--- src/rtl/lc4_pkg.sv ---
// Shared LC4 definitions: NZP bit positions, reset value and the branch-resolve FSM states.
package lc4_pkg;
    localparam int N_BIT = 2;
    localparam int Z_BIT = 1;
    localparam int P_BIT = 0;
    localparam logic [2:0] NZP_RESET = 3'b010;

    typedef enum logic [1:0] {
        IDLE = 2'd0,
        WAIT = 2'd1,
        DONE = 2'd2
    } br_state_e;
endpackage

--- src/rtl/lc4_nzp_ctrl_if.sv ---
// Decode / writeback / redirect bundle for the NZP controller.
interface lc4_nzp_ctrl_if #(parameter int CNT_W = 2);
    logic             set_valid;
    logic             set_ready;
    logic             wb_valid;
    logic [15:0]      wb_value;
    logic             br_valid;
    logic [2:0]       br_cond;
    logic             br_ready;
    logic             res_valid;
    logic             res_taken;
    logic             flush;
    logic [2:0]       nzp;
    logic [CNT_W-1:0] pending;
    logic             err_underflow;

    modport master (
        output set_valid, wb_valid, wb_value, br_valid, br_cond, flush,
        input  set_ready, br_ready, res_valid, res_taken, nzp, pending, err_underflow
    );

    modport slave (
        input  set_valid, wb_valid, wb_value, br_valid, br_cond, flush,
        output set_ready, br_ready, res_valid, res_taken, nzp, pending, err_underflow
    );
endinterface

--- src/rtl/lc4_nzp.sv ---
// Combinational NZP reducer: classifies a 16-bit two's-complement value as negative, zero or positive.
module lc4_nzp
    import lc4_pkg::*;
(
    input  logic [15:0] value,
    output logic [2:0]  nzp
);
    always_comb begin
        nzp = '0;
        if (value[15])
            nzp[N_BIT] = 1'b1;
        else if (value == 16'h0000)
            nzp[Z_BIT] = 1'b1;
        else
            nzp[P_BIT] = 1'b1;
    end
endmodule

--- src/rtl/lc4_nzp_ctrl.sv ---
// NZP register sequencer: scoreboards in-flight NZP writers and holds each BR until its older writers retire.
module lc4_nzp_ctrl
    import lc4_pkg::*;
#(
    parameter int MAX_INFLIGHT = 3,
    parameter int CNT_W        = 2
) (
    input  logic           clk,
    input  logic           rst_n,
    lc4_nzp_ctrl_if.slave  bus
);
    localparam logic [CNT_W-1:0] MAX_CNT = CNT_W'(MAX_INFLIGHT);

    br_state_e        state;
    logic [2:0]       nzp_q;
    logic [2:0]       cond_q;
    logic [CNT_W-1:0] pending_q;
    logic [CNT_W-1:0] wait_cnt;
    logic [CNT_W-1:0] pend_next;
    logic             res_valid_q;
    logic             res_taken_q;
    logic             err_q;
    logic             set_fire;
    logic             wb_ok;
    logic [2:0]       wb_nzp;

    lc4_nzp u_reduce (
        .value (bus.wb_value),
        .nzp   (wb_nzp)
    );

    // No writeback bypass into set_ready: issue sees only registered occupancy.
    assign set_fire  = bus.set_valid & (pending_q != MAX_CNT);
    assign wb_ok     = bus.wb_valid & (pending_q != '0);
    assign pend_next = pending_q + CNT_W'(set_fire) - CNT_W'(wb_ok);

    always_ff @(posedge clk or negedge rst_n) begin
        if (!rst_n) begin
            state       <= IDLE;
            nzp_q       <= NZP_RESET;
            cond_q      <= '0;
            pending_q   <= '0;
            wait_cnt    <= '0;
            res_valid_q <= 1'b0;
            res_taken_q <= 1'b0;
            err_q       <= 1'b0;
        end else if (bus.flush) begin
            state       <= IDLE;
            pending_q   <= '0;
            wait_cnt    <= '0;
            res_valid_q <= 1'b0;
        end else begin
            pending_q   <= pend_next;
            res_valid_q <= 1'b0;
            if (wb_ok)
                nzp_q <= wb_nzp;
            if (bus.wb_valid && (pending_q == '0))
                err_q <= 1'b1;
            case (state)
                IDLE: begin
                    // A set issued alongside the BR counts as older than it.
                    if (bus.br_valid) begin
                        cond_q   <= bus.br_cond;
                        wait_cnt <= pend_next;
                        state    <= WAIT;
                    end
                end
                WAIT: begin
                    if (wait_cnt == '0) begin
                        res_taken_q <= |(cond_q & nzp_q);
                        res_valid_q <= 1'b1;
                        state       <= DONE;
                    end else if (wb_ok) begin
                        wait_cnt <= wait_cnt - 1'b1;
                    end
                end
                DONE:    state <= IDLE;
                default: state <= IDLE;
            endcase
        end
    end

    assign bus.set_ready     = (pending_q != MAX_CNT);
    assign bus.br_ready      = (state == IDLE);
    assign bus.res_valid     = res_valid_q;
    assign bus.res_taken     = res_taken_q;
    assign bus.nzp           = nzp_q;
    assign bus.pending       = pending_q;
    assign bus.err_underflow = err_q;
endmodule

--- src/flat_wrapper.sv ---
// flat-port wrapper written by rule: the top's interface ports become plain ports
module lc4_nzp_ctrl_flat import lc4_pkg::*;
#(
    parameter int MAX_INFLIGHT = 3,
    parameter int CNT_W        = 2
)
  (clk, rst_n, bus_set_valid, bus_wb_valid, bus_wb_value, bus_br_valid, bus_br_cond, bus_flush, bus_set_ready, bus_br_ready, bus_res_valid, bus_res_taken, bus_nzp, bus_pending, bus_err_underflow);
  lc4_nzp_ctrl_if #(.CNT_W(CNT_W)) bus_i ();
  input  logic clk;
  input  logic rst_n;
  input wire logic [$bits(bus_i.set_valid)-1:0] bus_set_valid;
  input wire logic [$bits(bus_i.wb_valid)-1:0] bus_wb_valid;
  input wire logic [$bits(bus_i.wb_value)-1:0] bus_wb_value;
  input wire logic [$bits(bus_i.br_valid)-1:0] bus_br_valid;
  input wire logic [$bits(bus_i.br_cond)-1:0] bus_br_cond;
  input wire logic [$bits(bus_i.flush)-1:0] bus_flush;
  output wire logic [$bits(bus_i.set_ready)-1:0] bus_set_ready;
  output wire logic [$bits(bus_i.br_ready)-1:0] bus_br_ready;
  output wire logic [$bits(bus_i.res_valid)-1:0] bus_res_valid;
  output wire logic [$bits(bus_i.res_taken)-1:0] bus_res_taken;
  output wire logic [$bits(bus_i.nzp)-1:0] bus_nzp;
  output wire logic [$bits(bus_i.pending)-1:0] bus_pending;
  output wire logic [$bits(bus_i.err_underflow)-1:0] bus_err_underflow;
  assign bus_i.set_valid = bus_set_valid;
  assign bus_i.wb_valid = bus_wb_valid;
  assign bus_i.wb_value = bus_wb_value;
  assign bus_i.br_valid = bus_br_valid;
  assign bus_i.br_cond = bus_br_cond;
  assign bus_i.flush = bus_flush;
  assign bus_set_ready = bus_i.set_ready;
  assign bus_br_ready = bus_i.br_ready;
  assign bus_res_valid = bus_i.res_valid;
  assign bus_res_taken = bus_i.res_taken;
  assign bus_nzp = bus_i.nzp;
  assign bus_pending = bus_i.pending;
  assign bus_err_underflow = bus_i.err_underflow;
  lc4_nzp_ctrl #(.MAX_INFLIGHT(MAX_INFLIGHT), .CNT_W(CNT_W)) u_core (.clk(clk), .rst_n(rst_n), .bus(bus_i));
endmodule
--- config.mk ---
export PLATFORM = sky130hd
export DESIGN_NAME = lc4_nzp_ctrl_flat
export DESIGN_NICKNAME = d
export VERILOG_FILES = /design/src/rtl/lc4_pkg.sv /design/src/rtl/lc4_nzp_ctrl_if.sv /design/src/rtl/lc4_nzp.sv /design/src/rtl/lc4_nzp_ctrl.sv /design/src/flat_wrapper.sv
export SDC_FILE = /design/constraint.sdc
export NUM_CORES = 1
export LEC_CHECK = 0
export ABC_CLOCK_PERIOD_IN_PS = 3600
export CORE_MARGIN = 2
export CORE_UTILIZATION = 43
export DETAILED_ROUTE_END_ITERATION = 7
export PLACE_DENSITY = 0.94
export RECOVER_POWER = 25
export SLEW_MARGIN = 15
export SYNTH_ARGS = -nofsm -noshare
export SYNTH_HDL_FRONTEND = slang
export SYNTH_HIERARCHICAL = 1
export SYNTH_SLANG_ARGS = --single-unit
--- constraint.sdc ---
create_clock -name clk -period 3.6 [get_ports clk]
set_clock_uncertainty 0.2 [all_clocks]
set_input_delay 0.54 -clock clk [delete_from_list [all_inputs] [get_ports clk]]
set_output_delay 0.54 -clock clk [all_outputs]
set_load 0.005 [all_outputs]
==> metrics.yaml, run 1 <==
routing:
  wl_per_cell_um: 13.17
  via_per_inst: 5.071
  routedLengthMet1_um: 669
  vias: 639
  drt_iter0_drc: 19
  dr_wl_met3_um: 46
  wl_um: 1660
  firstDrtPassIters: 4
  drc: 0
  ant_nets: 0
  met2_length_um: 914
  top_layer_used: "met4"
global_route:
  grt_pass1_vias: 673
  grt_pass1_wl_um: 2911
  grt_overflow: 0
  grt_max_degree: 16
  track_usage_pct: 19.22
  antenna_found_initial: 0
logic_synthesis:
  synth_largest_area_cell: "dfrtp_1"
  ys.flop_type: "dfrtp_1"
  avgSynthCellArea_um2: 12.24
  synthCells: 65
  ys_seq_area_share_pct: 47.33
  synthArstFlopShare_pct: 100.0
  synth.distinct_cells: 29
  yosysTopAreaCellShare_pct: 44.03
  syn_nets: 93
  syn_area_um2: 795.8
  synth-seq-cells: 15
  yosysWarnings: 6
  synth_edf_count: 0
  yosys.cell_count.top_type: "dfrtp_1"
  yosys-top-cells-area: "dfrtp_1 (44%), mux2_1 (8.5%), ha_1 (4.7%)"
  ys_top_cells_by_count: "dfrtp_1 (14), mux2_1 (6), inv_1 (4), nor4_1 (4)"
sta:
  finalCritPeriodShare_pct: 63.36
  final_max_slew_viol_count: 0
  period_needed_ps: 2281
  setup-tns-final_ps: 0
  rsz0062_at_grt: "false"
  hold_viol: 0
  finalSetupViolCount: 0
  slew_headroom_pct: 57.50
  fmax_mhz: 438.4
  tightestPinTransition_ps: 635.4
run_status:
  outcome: "finished, final reports clean"
clocking:
  cts-root-buf: "clkbuf_4"
  post-cts-setup-buffers: 0
  clk_latency_ps: 280
  htree_levels: 1
  cts_sinks: 15
  holdBufCountCts: 0
  clkTransAtPathRegs_ps: 90
  cts_buffer_depth: 2
  cts_resized: 0
  numCtsBuffers: 3
  cts_tree: "yes"
finish:
  diodes: 0
  multiInputGateArea_um2: 391.6
  num-fill-cells: 152
  drive_above_1_share_pct: 11.88
  seqCellArea_um2: 376.6
  nets: 130
  layoutNonFillerInstCount: 126
  area_growth_pct: 48.58
placement:
  dp.cells: 122
  portBuffers: 34
  dp_hpwl_um: 1408
  finalWeightedCongestion: 0.7325
power:
  power_density_mw_per_mm2: 543.8
  total_power_uw: 643.0
  ir_worst_vdd_mv: 0.3295
  p_leak_uw: 0.0004839
worst_setup_path:
  start_kind: "primary input"
  endpoint_kind: "flop"
  setup.worst_path.class: "primary input to flop"
  crit_fanout: 3
  crit_arrival_ps: 2230
  critical_path_required_ps: 3550
  reg2reg_slack_ps: 1450
floorplanning:
  die_area_mm2: 0.002211
  fp-row-count: 15
  coreArea_mm2: 0.001727
  die_x_um: 47.02
  io_pins: 35
  initial_core_util_pct: 46.09
  fp.dieH_um: 47.02
min_path:
  hp-class: "flop to flop"
flow_run:
  maxCapViolCount: 0
-- logic make-up after synthesis --
group,after synthesis,synth area share (%)
xor+xnor,2,2.202
simple gates,23,20.12
fa+ha+maj,3,4.717
mux,7,9.748
flops,15,47.33
buf+inv,6,3.458
compound gates,9,12.42
-- power breakdown --
group / switching [µW] / leakage, µW / internal (µW)
Clock: 50.5 / 0.0000177 / 41.2
Combinational: 114 / 0.000285 / 172
Sequential: 46.2 / 0.000182 / 219
-- flip-flops by register name, indices dropped and copies added, names as in the netlist --
register                  flops
u_core/bus.nzp                3
u_core/cond_q                 3
u_core/bus.pending            2
u_core/state                  2
u_core/wait_cnt               2
u_core/bus.err_underflow      1
u_core/bus.res_taken          1
u_core/bus.res_valid          1
-- final cells by class --
class	instances	share of cell area [%]
clock buffers	3	1.905
clock inverters	1	0.4233
inverters	4	1.270
multi-input cells	44	33.12
flip-flops and latches	15	31.85
well taps	25	2.646
repair buffers	34	28.78
-- path summary, 6_finish.rpt --
check,from,to,cells past startpoint
max,bus_wb_valid,u_core/wait_cnt[0],9
min,u_core/bus.err_underflow,u_core/bus.err_underflow,1
max reg2reg,u_core/bus.pending[1],u_core/wait_cnt[0],8
min reg2reg,u_core/bus.err_underflow,u_core/bus.err_underflow,1
max in group asynchronous,rst_n,u_core/bus.err_underflow,1
min in group asynchronous,rst_n,u_core/bus.pending[0],1
-- routing by layer --
metal	vias up	GRT usage [%]
met5	-	0
met4	0	11.67
met3	2	1.154
met2	15	33.70
met1	314	22.95
li1	308	-
-- stage by stage --
step	hold slack (ps)	util [%]	setup WS [ps]	area, µm²
6_report	288.9	68.48	1319	1182
5_1_grt	313.8	68.48	1208	1182
4_1_cts	289.7	68.48	1324	1182
3_5_place_dp	255.5	66.88	1022	1155
3_3_place_gp	257.8	66.88	1082	1155
2_1_floorplan	44.41	-	1585	795.8
-- cell usage in the layout (no fill, tap or decap) --
cell type / n
dfrtp_1: 14
nor2b_4: 1
and4_1: 1
clkinv_2: 1
nor3b_1: 2
or2_2: 1
o41ai_2: 1
a21oi_1: 2
clkdlybuf4s50_1: 33
a41oi_1: 1
nor2_1: 3
nand2_1: 2
a222oi_1: 1
clkbuf_4: 3
nor4b_1: 1
a211oi_1: 1
dlygate4sd3_1: 1
dfstp_2: 1
and2b_1: 2
nor2b_1: 3
o21ai_1: 1
nor3_1: 1
nor3b_2: 2
xnor2_1: 2
mux2_1: 6
o21a_4: 1
nor4_1: 4
inv_1: 4
a311oi_4: 1
mux2i_1: 1
ha_1: 3
-- critical path, cell delays in order --
cell and delay, ps:
clkdlybuf4s50_1 430, o21a_4 150, ha_1 280, inv_1 40, ha_1 280, nor2b_1 140, nor2b_1 150, o21ai_1 140
o41ai_2 90
Power figures use the tool's default switching activity.
==> run 2: changes to the inputs <==
Settings changed: ABC_CLOCK_PERIOD_IN_PS 3600 to 2370, CORE_UTILIZATION 43 to 40, PLACE_DENSITY 0.94 to 0.89.
Clock period 3.6 ns to 2.37 ns, I/O delays scaled along.
==> metrics.yaml, run 2 (synthesis gave the netlist of run 1 again) <==
floorplanning:
  io_pins: 35  # unchanged
  die_area_mm2: 0.002362  # +6.8%
  die_x_um: 48.60  # +3.4%
  coreArea_mm2: 0.001922  # +11%
  initial_core_util_pct: 41.41  # -4.7 points
  fp-row-count: 16  # +1
  fp.dieH_um: 48.60  # +3.4%
sta:
  rsz0062_at_grt: "false"
  final_max_slew_viol_count: 0  # unchanged
  period_needed_ps: 2128
  finalCritPeriodShare_pct: 89.78
  hold_viol: 0  # unchanged
  setup-tns-final_ps: 0  # unchanged
  tightestPinTransition_ps: 649.4  # +14.02 ps
  slew_headroom_pct: 56.56  # -0.94 points
  fmax_mhz: 470.0
  finalSetupViolCount: 0  # unchanged
  holdWs_ps: 275.8  # -13.13 ps
worst_setup_path:
  max_stage_delay_ps: 480  # +50 ps
  rr_startpoint: "u_core/bus.pending[1]"
  endpoint_kind: "flop"
  crit_fanout: 5  # +2
  rr_worst_depth: 8  # unchanged
  setup.worst_path.class: "flop to flop"
  endpoint: "u_core/wait_cnt[1]"
  cp_cell_sequence: "o21a_4 > ha_1 > inv_1 > ha_1 > xnor2_1 > xnor2_1 > a211oi_1 > a21oi_1"
  setup.worst_path.start: "u_core/bus.pending[1]"
  reg2reg_slack_ps: 240  # -1210 ps
  crit_arrival_ps: 2080  # -150 ps
  critical_path_required_ps: 2320  # -1230 ps
  critPathSlowestCell: "dfrtp_1"
  start_kind: "flop"
  reg2reg_to: "u_core/wait_cnt[1]"
placement:
  dp_hpwl_um: 1616  # +15%
  portBuffers: 34  # unchanged
  placed_cell_area_mm2: 0.001172  # +1.5%
  finalWeightedCongestion: 0.7022  # -4.1%
clocking:
  holdBufCountCts: 0  # unchanged
  cts_tree: "yes"
  cts-root-buf: "clkbuf_4"
  cts_resized: 0  # unchanged
  clkTransAtPathRegs_ps: 90  # about the same
  cts_sinks: 15  # unchanged
  clk_latency_ps: 270  # about the same
  post-cts-setup-buffers: 0  # unchanged
  cts_buffer_depth: 2  # unchanged
  htree_levels: 1  # unchanged
  numCtsBuffers: 3  # unchanged
global_route:
  grt_overflow: 0  # unchanged
  busiest_layer: "met2"
  track_usage_pct: 19.02  # -0.20 points
  antenna_found_initial: 0  # unchanged
  use_met3_pct: 3.395  # +2.2 points
  use_met1_pct: 18.20  # -4.7 points
  grt_pass1_vias: 763  # +13%
  grt_pass1_wl_um: 3374  # +16%
  grt_max_degree: 16  # unchanged
  met2_usage_pct: 36.30  # +2.6 points
finish:
  diodes: 0  # unchanged
  num-fill-cells: 168  # +11%
  layout_commonest_cell: "clkdlybuf4s50_1"
  seqCellArea_um2: 376.6  # unchanged
  utilization_pct: 62.37  # -6.1 points
  area_growth_pct: 50.63
  drive_above_1_share_pct: 12.62  # +0.74 points
  nets: 132  # +1.5%
  mostFrequentLayoutCells: "clkdlybuf4s50_1 (33), dfrtp_1 (14), mux2_1 (6)"
  postLayoutCellArea_mm2: 0.001199  # +1.4%
  multiInputGateArea_um2: 391.6  # unchanged
power:
  total_power_uw: 999.4  # +55%
  ir_worst_vdd_mv: 0.4195  # +27%
  p_leak_uw: 0.0004912  # +1.5%
  power_density_mw_per_mm2: 833.7  # +53%
run_status:
  outcome: "finished, final reports clean"
routing:
  firstDrtPassIters: 4  # unchanged
  via_per_inst: 5.108  # +0.72%
  wl_um: 1953  # +18%
  wl_per_cell_um: 15.02  # +14%
  ant_nets: 0  # unchanged
  drt_iter0_drc: 9  # -10
  vias: 664  # +3.9%
  drc: 0  # unchanged
min_path:
  hp-class: "flop to flop"
flow_run:
  maxCapViolCount: 0  # unchanged
## run 2: critical path: cells and delay by family (launching register included)
family          cells  cell delay (ps)
xor+xnor            2              290
buf+inv             1               40
compound gates      3              540
flops               1              480
fa+ha+maj           2              460
## run 2: worst min-delay path by stage
stage / end / slack (ps) / depth (start not counted) / startpoint
3_5_place_dp: u_core/bus.err_underflow / 260 / 1 / u_core/bus.err_underflow
6_report: u_core/bus.err_underflow / 280 / 1 / u_core/bus.err_underflow
3_3_place_gp: u_core/bus.err_underflow / 250 / 1 / u_core/bus.err_underflow
5_1_grt: u_core/bus.err_underflow / 300 / 1 / u_core/bus.err_underflow
2_1_floorplan: u_core/bus.err_underflow / -140 / 0 / rst_n
4_1_cts: u_core/bus.err_underflow / 280 / 1 / u_core/bus.err_underflow
## run 2: stage by stage
| stage | instances | worst slack [ps] |
|---|---|---|
| floorplan | 65 | 354.8 |
| global placement | 126 | 80.22 |
| detailed placement | 126 | 33.89 |
| CTS | 130 | 232.3 |
| global route | 130 | 156.7 |
| finish | 130 | 242.3 |
## run 2: layout make-up
class                           instances  area share (%)
Clock buffer                            4           2.192
Timing Repair Buffer                   36           29.65
Tap cell                               27           2.818
Sequential cell                        15           31.42
Multi-Input combinational cell         44           32.67
Inverter                                4           1.253
## run 2: routing by layer
layer	vias up	share of wire, %
met4	0	1.6
met3	4	2.8
met5	-	0
met2	17	59
li1	320	-
met1	323	37
## run 2: power by group
| group | total (µW) | switching, µW | internal (µW) |
|---|---|---|---|
| registers | 406 | 72.9 | 333 |
| clock network | 142 | 77.3 | 65.2 |
| logic | 451 | 180 | 271 |
| total | 999 | 330 | 669 |
==> run 3: changes to the inputs <==
Settings changed: ABC_CLOCK_PERIOD_IN_PS 2370 to 2400.
Clock period 2.37 ns to 2.4 ns, I/O delays scaled along.
==> metrics.yaml, run 3 (synthesis gave the netlist of run 1 again) <==
worst_setup_path:
  cp_cell_sequence: "o21a_4 > ha_1 > inv_1 > ha_1 > nor2b_1 > nor2b_1 > o21ai_1 > o41ai_2"
  setup.worst_path.class: "flop to flop"
  critical_path_required_ps: 2360  # +40 ps
  crit_arrival_ps: 2100  # +20 ps
  start_kind: "flop"
  rr_startpoint: "u_core/bus.pending[1]"
  max_stage_delay_ps: 460  # -20 ps
  setup.worst_path.start: "u_core/bus.pending[1]"
  endpoint_kind: "flop"
  critPathSlowestCell: "dfrtp_1"
  crit_fanout: 5  # unchanged
placement:
  dp_hpwl_um: 1599  # -1.0%
  portBuffers: 34  # unchanged
  dp.cells: 125  # -0.79%
  finalWeightedCongestion: 0.6984  # -0.54%
clocking:
  clkTransAtPathRegs_ps: 90  # about the same
  holdBufCountCts: 0  # unchanged
  cts_buffer_depth: 2  # unchanged
  htree_levels: 1  # unchanged
  cts_sinks: 15  # unchanged
  post-cts-setup-buffers: 0  # unchanged
  cts_tree: "yes"
  cts-root-buf: "clkbuf_4"
  numCtsBuffers: 3  # unchanged
  clk_latency_ps: 270  # about the same
  cts_resized: 0  # unchanged
floorplanning:
  fp-row-count: 16  # unchanged
  die_area_mm2: 0.002362  # unchanged
  die_x_um: 48.60  # unchanged
  coreArea_mm2: 0.001922  # unchanged
  io_pins: 35  # unchanged
  fp.dieH_um: 48.60  # unchanged
  initial_core_util_pct: 41.41  # unchanged
finish:
  multiInputGateArea_um2: 391.6  # unchanged
  nets: 131  # -0.76%
  mostFrequentLayoutCells: "clkdlybuf4s50_1 (33), dfrtp_1 (14), mux2_1 (6)"
  drive_above_1_share_pct: 11.76  # -0.86 points
  layout_commonest_cell: "clkdlybuf4s50_1"
  num-fill-cells: 170  # +1.2%
  diodes: 0  # unchanged
  layoutNonFillerInstCount: 129  # -0.77%
  seqCellArea_um2: 376.6  # unchanged
  area_growth_pct: 49.69
routing:
  wl_um: 1894  # -3.0%
  via_per_inst: 5.109  # about the same
  firstDrtPassIters: 4  # unchanged
  ant_nets: 0  # unchanged
  vias: 659  # -0.75%
  drc: 0  # unchanged
  wl_per_cell_um: 14.68  # -2.3%
  drt_iter0_drc: 12  # +3
global_route:
  grt_pass1_vias: 697  # -8.7%
  track_usage_pct: 17.86  # -1.2 points
  antenna_found_initial: 0  # unchanged
  grt_overflow: 0  # unchanged
  grt_max_degree: 16  # unchanged
  grt_pass1_wl_um: 3167  # -6.1%
run_status:
  outcome: "finished, final reports clean"
sta:
  rsz0062_at_grt: "false"
  fmax_mhz: 469.0  # -0.22%
  setup-tns-final_ps: 0  # unchanged
  tightestPinTransition_ps: 673.2  # +23.81 ps
  period_needed_ps: 2132  # +4.713 ps
  slew_headroom_pct: 54.97  # -1.6 points
  finalSetupViolCount: 0  # unchanged
  final_max_slew_viol_count: 0  # unchanged
  hold_viol: 0  # unchanged
  finalCritPeriodShare_pct: 88.85  # -0.93 points
power:
  ir_worst_vdd_mv: 0.3652  # -13%
  power_density_mw_per_mm2: 813.0  # -2.5%
  p_leak_uw: 0.0004859  # -1.1%
min_path:
  hp-class: "flop to flop"
  hold_start: "u_core/cond_q[0]"
flow_run:
  maxCapViolCount: 0  # unchanged
-- run 3: changes by cell type in the layout (fill, tap and decap cells not counted) --
cell	delta
buf_4	-1
-- run 3: routing by layer --
layer  routed length, µm  track usage, %  up-vias
li1                    -               -      315
met1                 737           19.48      326
met2                1070           32.19       16
met3                  59           3.395        2
met4                  27           10.00        0
met5                   0               0        -
-- run 3: area by class of cell --
class | count | area share [%]
Inverter | 4 | 1.261
Clock buffer | 4 | 2.206
Tap cell | 27 | 2.836
Sequential cell | 15 | 31.62
Timing Repair Buffer | 35 | 29.20
Multi-Input combinational cell | 44 | 32.88
-- run 3: final timing paths --
path                                        end  slack (ps)  depth (start not counted)
hold / removal                 u_core/cond_q[0]         290                          1
min in group asynchronous       u_core/state[1]         360                          1
setup / recovery             u_core/wait_cnt[0]         270                          8
max in group asynchronous  u_core/bus.res_taken        1220                          1
hold reg to reg                u_core/cond_q[0]         290                          1
setup reg to reg             u_core/wait_cnt[0]         270                          8
-- run 3: through the flow --
| stage | utilization (%) | hold slack, ps | total power [µW] | setup slack, ps | cell area (µm²) |
|---|---|---|---|---|---|
| after floorplan | - | -135.6 | 633.2 | 384.8 | 795.8 |
| after global placement | 60.61 | 253.3 | 811.0 | 89.49 | 1165 |
| after detailed placement | 60.61 | 278.4 | 835.6 | 34.43 | 1165 |
| after CTS | 61.98 | 297.2 | 978.7 | 266.7 | 1191 |
| after global routing | 61.98 | 314.9 | 1038 | 199.3 | 1191 |
| final | 61.98 | 291.3 | 968.4 | 267.6 | 1191 |
-- run 3: worst max-delay path, delay by kind of cell (launching register included) --
| family | cells | cell delay, ps |
|---|---|---|
| adders and majority gates | 2 | 560 |
| buffers and inverters | 1 | 40 |
| AOI/OAI and AO/OA | 3 | 500 |
| DFF | 1 | 460 |
| and+or+nand+nor | 2 | 270 |
-- run 3: where the power goes --
| part | internal (µW) | switching [µW] |
|---|---|---|
| Sequential | 329 | 69.0 |
| Combinational | 259 | 172 |
| Clock | 64.4 | 75.2 |
| Total | 652 | 316 |
